### config.mk
export PLATFORM = sky130hd
export DESIGN_NAME = wr_addr_gen
export DESIGN_NICKNAME = d
export VERILOG_FILES = /design/src/rtl/wr_addr_gen.sv
export SDC_FILE = /design/constraint.sdc
export NUM_CORES = 1
export LEC_CHECK = 0
export BUFFER_PORTS_ARGS = -buffer_cell sky130_fd_sc_hd__buf_2
export CAP_MARGIN = 5
export CELL_PAD_IN_SITES_DETAIL_PLACEMENT = 0
export CELL_PAD_IN_SITES_GLOBAL_PLACEMENT = 1
export CORE_ASPECT_RATIO = 0.7
export CORE_MARGIN = 1
export CORE_UTILIZATION = 35
export CTS_CLUSTER_SIZE = 8
export DETAILED_ROUTE_END_ITERATION = 10
export PLACE_DENSITY_LB_ADDON = 0.1
export SLEW_MARGIN = 0
export SYNTH_ARGS = -nofsm -noshare
export SYNTH_HDL_FRONTEND = slang
export SYNTH_SLANG_ARGS = --single-unit
### constraint.sdc
create_clock -name clk -period 2.6 [get_ports clk]
set_input_delay 0.52 -clock clk [delete_from_list [all_inputs] [get_ports clk]]
set_output_delay 0.52 -clock clk [all_outputs]
set_load 0.05 [all_outputs]
### src/rtl/wr_addr_gen.sv
// wr_addr_gen: FIFO write pointer/address generator with full, almost_full, level and overflow logging
module wr_addr_gen #(
  parameter int FIFO_PTR_WIDE = 3,
  parameter int AFULL_THRESH  = 6,
  parameter int DROP_CNT_W    = 8
) (
  input  logic                    clk,
  input  logic                    rst_n,
  input  logic                    wr_en,
  input  logic [FIFO_PTR_WIDE:0]  rd_ptr,
  input  logic                    clr_ovf,
  output logic [FIFO_PTR_WIDE-1:0] wr_addr,
  output logic [FIFO_PTR_WIDE:0]  wr_ptr,
  output logic                    full,
  output logic                    almost_full,
  output logic [FIFO_PTR_WIDE:0]  level,
  output logic                    wr_ack,
  output logic                    overflow,
  output logic [DROP_CNT_W-1:0]   drop_cnt
);
  localparam int W = FIFO_PTR_WIDE;
  localparam logic [W:0] AF = (W+1)'(AFULL_THRESH);
  logic wr_acc;
  assign wr_addr     = wr_ptr[W-1:0];
  assign full        = (wr_ptr[W] != rd_ptr[W]) && (wr_ptr[W-1:0] == rd_ptr[W-1:0]);
  assign level       = wr_ptr - rd_ptr;
  assign almost_full = level >= AF;
  assign wr_acc      = wr_en & ~full;
  always_ff @(posedge clk or negedge rst_n) begin
    if (!rst_n) begin
      wr_ptr   <= '0;
      wr_ack   <= 1'b0;
      overflow <= 1'b0;
      drop_cnt <= '0;
    end else begin
      wr_ptr <= wr_ptr + (W+1)'(wr_acc);
      wr_ack <= wr_acc;
      // clear wins over a reject landing on the same edge
      if (clr_ovf) begin
        overflow <= 1'b0;
        drop_cnt <= '0;
      end else if (wr_en && full) begin
        overflow <= 1'b1;
        drop_cnt <= drop_cnt + DROP_CNT_W'(drop_cnt != '1);
      end
    end
  end
endmodule

---- Word-level counts from Yosys, hierarchy flattened ----
Cells that the tools add are included.
word-level totals
  register bits ........................... 14
  latch bits .............................. 0
  RAM bits ................................ 0
  bits in read-only memories .............. 0
  bits of input ports ..................... 8
  output and inout port bits .............. 23
  memories kept ........................... 0
cells by class
  $add $sub $neg .......................... 3
  multipliers ............................. 0
  div/mod/pow operators ................... 0
  $lt $le $gt $ge ......................... 1
  equal/unequal tests ..................... 3
  shifts and indexed selects .............. 0
  mux-type cells .......................... 4
  bitwise gates (word level) .............. 2
  reduce and logical (&&, ||, !) cells .... 3
operator list
  kind                                                               number
  2-to-1 mux 8 bit                                                   2
  adder 8 x 1 -> 8 bit                                               1
  inequality test 8 bit, second input constant                       1
  adder 4 x 1 -> 4 bit                                               1
  greater-or-equal comparator 4 x 3 -> 1 bit, second input constant  1
  subtractor 4 bit                                                   1
  equality test 3 bit                                                1
  logical AND 1 bit                                                  2
  2-to-1 mux 1 bit                                                   2
  nonzero test 2 bit                                                 1
  bitwise AND 1 bit                                                  1
  inequality test 1 bit                                              1
  NOT 1 bit                                                          1

---- Logic depth before layout (Yosys ltp) ----
  depth in word-level cells ............... 5
  gate-level depth with buffers ........... 8

---- Least setup slack after synthesis ----
No wires, ideal clock.
  path kind ............................... register to output
  from .................................... register wr_ptr[0]
  to ...................................... output port almost_full
  arrival time ............................ 2.693 ns
  data required time ...................... 2.080 ns
  slack ................................... -0.613 ns
  cell stages (with the launch flop) ...... 6
  path buffers ............................ 0
  path through ............................ dfrtp_1 > inv_1 > ha_1 > fa_1 > xnor2_1 > a21o_1
between the ends
  longest elaborated chain between the ends .. 2
ends and longest elaborated chain
  what                                        RTL line  text
  start: declaration                          13        output logic [FIFO_PTR_WIDE:0] wr_ptr,
  start signal: assignment                    36        wr_ptr <= wr_ptr + (W+1)'(wr_acc);
  subtractor 4 bit                            26        assign level = wr_ptr - rd_ptr;
  net level[2]                                16        output logic [FIFO_PTR_WIDE:0] level,
  greater-or-equal comparator 4 x 3 -> 1 bit  27        assign almost_full = level >= AF;
  end: declaration                            15        output logic almost_full,
The timed path passes the listed nets, and every way through them passes these cells.

---- Worst setup path after layout ----
  from .................................... register wr_ptr[2]
  to ...................................... output port almost_full
between the ends
  longest elaborated chain between the ends .. 2
ends and longest elaborated chain
  what                                        RTL line
  subtractor 4 bit                            26
  greater-or-equal comparator 4 x 3 -> 1 bit  27
Every way passes these cells.

==> results.json <==
{
  "core_sq_um": 2170,
  "die_y_microns": 42.4,
  "outcome": "finished, final reports clean",
  "setup_viol": 0,
  "cts_hold_buffers": 0,
  "syn-mean-instance-area_sq_um": 10.2,
  "synth_mux_area_share_pct": 2.46,
  "layout-drive-gt1-share_pct": 39.6,
  "cp_cell_sequence": "ha_2 -> nor2b_1 -> a221oi_2 -> xnor2_2 -> a21o_2 -> clkbuf_4",
  "yosysUniqueCellTypes": 27,
  "ant_nets": 0,
  "path_clk_slew_ns": 0.09,
  "grt_max_degree": 15,
  "overflow": 0,
  "vias": 666,
  "rows": 14,
  "io_pins": 31,
  "clockRootBuffer": "clkbuf_4",
  "slowest_delay_ns": 0.45,
  "clock.fmax_ghz": 0.402,
  "syn_nets": 96,
  "place_area_sq_um": 1020,
  "antenna_found_initial": 0,
  "synth_top_family_by_area": "simple AND/OR/NAND/NOR gates",
  "cp_max_fo": 5,
  "clock_skew_ns": 0.00191,
  "rsz0062_at_grt": "false",
  "ys_async_sr_fraction_pct": 100,
  "diodes": 0,
  "synth_top_cell_by_area": "dfrtp_1",
  "cts_tree": "done",
  "clock_path_buffers": 2,
  "tightest_slew_ns": 0.528,
  "critical_path_arrival_ns": 1.97,
  "path_class": "reg -> out",
  "relSlewSlack_pct": 64.8,
  "fin_crit_ns": 2.49,
  "ys.flop_type": "dfrtp_1",
  "start_util_pct": 37.5,
  "wirelength_microns": 1660,
  "netlist_top_cells_count": "dfrtp_1, nor2_1, inv_1",
  "grt_use_total_pct": 14.9,
  "synthTopCellsByArea": "dfrtp_1, ha_1, xnor2_1, nor2_1, inv_1",
  "synth-simple-area-share_pct": 18.0,
  "vias_per_cell": 4.66,
  "hold_violations": 0,
  "synth_fa_ha_area_share_pct": 13.2,
  "slowest_stage": "dfrtp_2",
  "insertion_delay_ns": 0.28,
  "htreeDepth": 1,
  "cts.sinks": 14,
  "dieArea_sq_um": 2530,
  "grt_first_pass_wirelength_microns": 2740,
  "period_share_pct": 95.7,
  "hold_class": "in -> async",
  "synthToLayoutAreaGrowth_pct": 31.0,
  "die-width_microns": 59.7,
  "routedWlPerCell_microns": 11.6,
  "cts_setup_buffers": 0,
  "io_buffers": 30,
  "synth_edf_count": 0,
  "hpwlAfterDp_microns": 1310,
  "drcViolationCount": 0,
  "stdcell_area_sq_um": 1070,
  "finalMaxSlewViolations": 0,
  "synthXorXnorAreaFrac_pct": 10.6,
  "drt_iter0_drc": 20,
  "ys_seq_area_share_pct": 43.0,
  "cap_viol_max_count": 0,
  "gp_congestion": 0.714,
  "netlist.area_leader.share_pct": 43.0,
  "syn_inst": 80,
  "final_nets": 128,
  "start_kind": "flop",
  "synth-seq-cells": 14,
  "cts_buffers": 3,
  "synth_most_common_cell": "dfrtp_1",
  "drt_pre_antenna_iters": 4,
  "endpoint_kind": "output port",
  "path_delay_family": "compound AO/OA/AOI/OAI gates",
  "yosysWarningCount": 0,
  "grt_pass1_vias": 566,
  "synth_compound_area_share_pct": 5.84,
  "num-fill-cells": 229,
  "worst-path-buf-inv": 1,
  "required_ns": 2.08,
  "netlist_area_sq_um": 815
}
-- worst paths after layout --
kind	startpoint	end	slack, ns	cells after the start
max in group asynchronous	rst_n	wr_ptr[2]$_DFF_PN0_	2.22	1
worst max-delay path	wr_ptr[2]$_DFF_PN0_	almost_full	0.11	6
worst min-delay path	rst_n	drop_cnt[6]$_DFFE_PN0P_	0.12	1
min in group clk	overflow$_DFFE_PN0P_	overflow$_DFFE_PN0P_	0.51	2
worst max register to register	drop_cnt[2]$_DFFE_PN0P_	drop_cnt[6]$_DFFE_PN0P_	0.54	8
worst min register to register	overflow$_DFFE_PN0P_	overflow$_DFFE_PN0P_	0.51	2
-- per-stage QoR --
stage | hold WS [ns] | TNS (ns) | util [%] | instances | setup WS [ns]
2_1_floorplan | 0.224 | -0.0563 | - | 80 | -0.0563
3_3_place_gp | 0.435 | 0 | 46.8 | 139 | 0.0742
3_5_place_dp | 0.444 | 0 | 46.8 | 139 | 0.0581
4_1_cts | 0.136 | 0 | 48.8 | 143 | 0.0257
5_1_grt | 0.124 | 0 | 49.1 | 143 | 0.000214
6_report | 0.124 | 0 | 49.1 | 143 | 0.112
-- registers in the layout, indices dropped and copies added, names as in the netlist --
name	count
wr_ack	1
overflow	1
wr_ptr	4
drop_cnt	8
-- area by class of cell --
cell class	instances	area, sq um	area share (%)
inverter	8	30.0	2.81
tap	32	40.0	3.75
sequential	14	352	32.9
timing repair buffer	31	160	15.0
multi-input combinational	54	449	42.1
clock buffer	4	36.3	3.40
-- kinds of logic after synthesis --
group           after synthesis
compound gates                6
xor+xnor                      9
fa+ha+maj                     8
buf+inv                      12
flops                        14
mux                           2
simple gates                 29
-- layout by cell type (no fill, tap or decap), types with 2 or more instances in the layout --
cell type,n
nand3_1,4
nor2b_1,2
dfrtp_1,13
buf_2,29
mux2i_1,2
xnor2_2,2
nor2_1,9
ha_1,6
clkbuf_4,4
xnor2_1,5
or3_1,2
nand2_1,3
inv_1,8
nand4_1,2
nor3_1,2
-- routing by layer --
metal	vias to the layer above	GRT usage (%)	part of all wire (%)
li1	334	-	-
met2	18	20.2	42
met4	0	2.79	0.60
met1	312	21.9	51
met3	2	6.48	6.5
met5	-	0	0
-- timing repair --
| action | 4_1_cts | 5_1_grt |
|---|---|---|
| resized for setup | 1 | 3 |
| setup endpoints to repair | 1 | 2 |
| pin swaps | 0 | 1 |
Power is left out: the tool's default activity adds up to more than one toggle a clock period on the data nets, which glitch-free logic cannot reach.
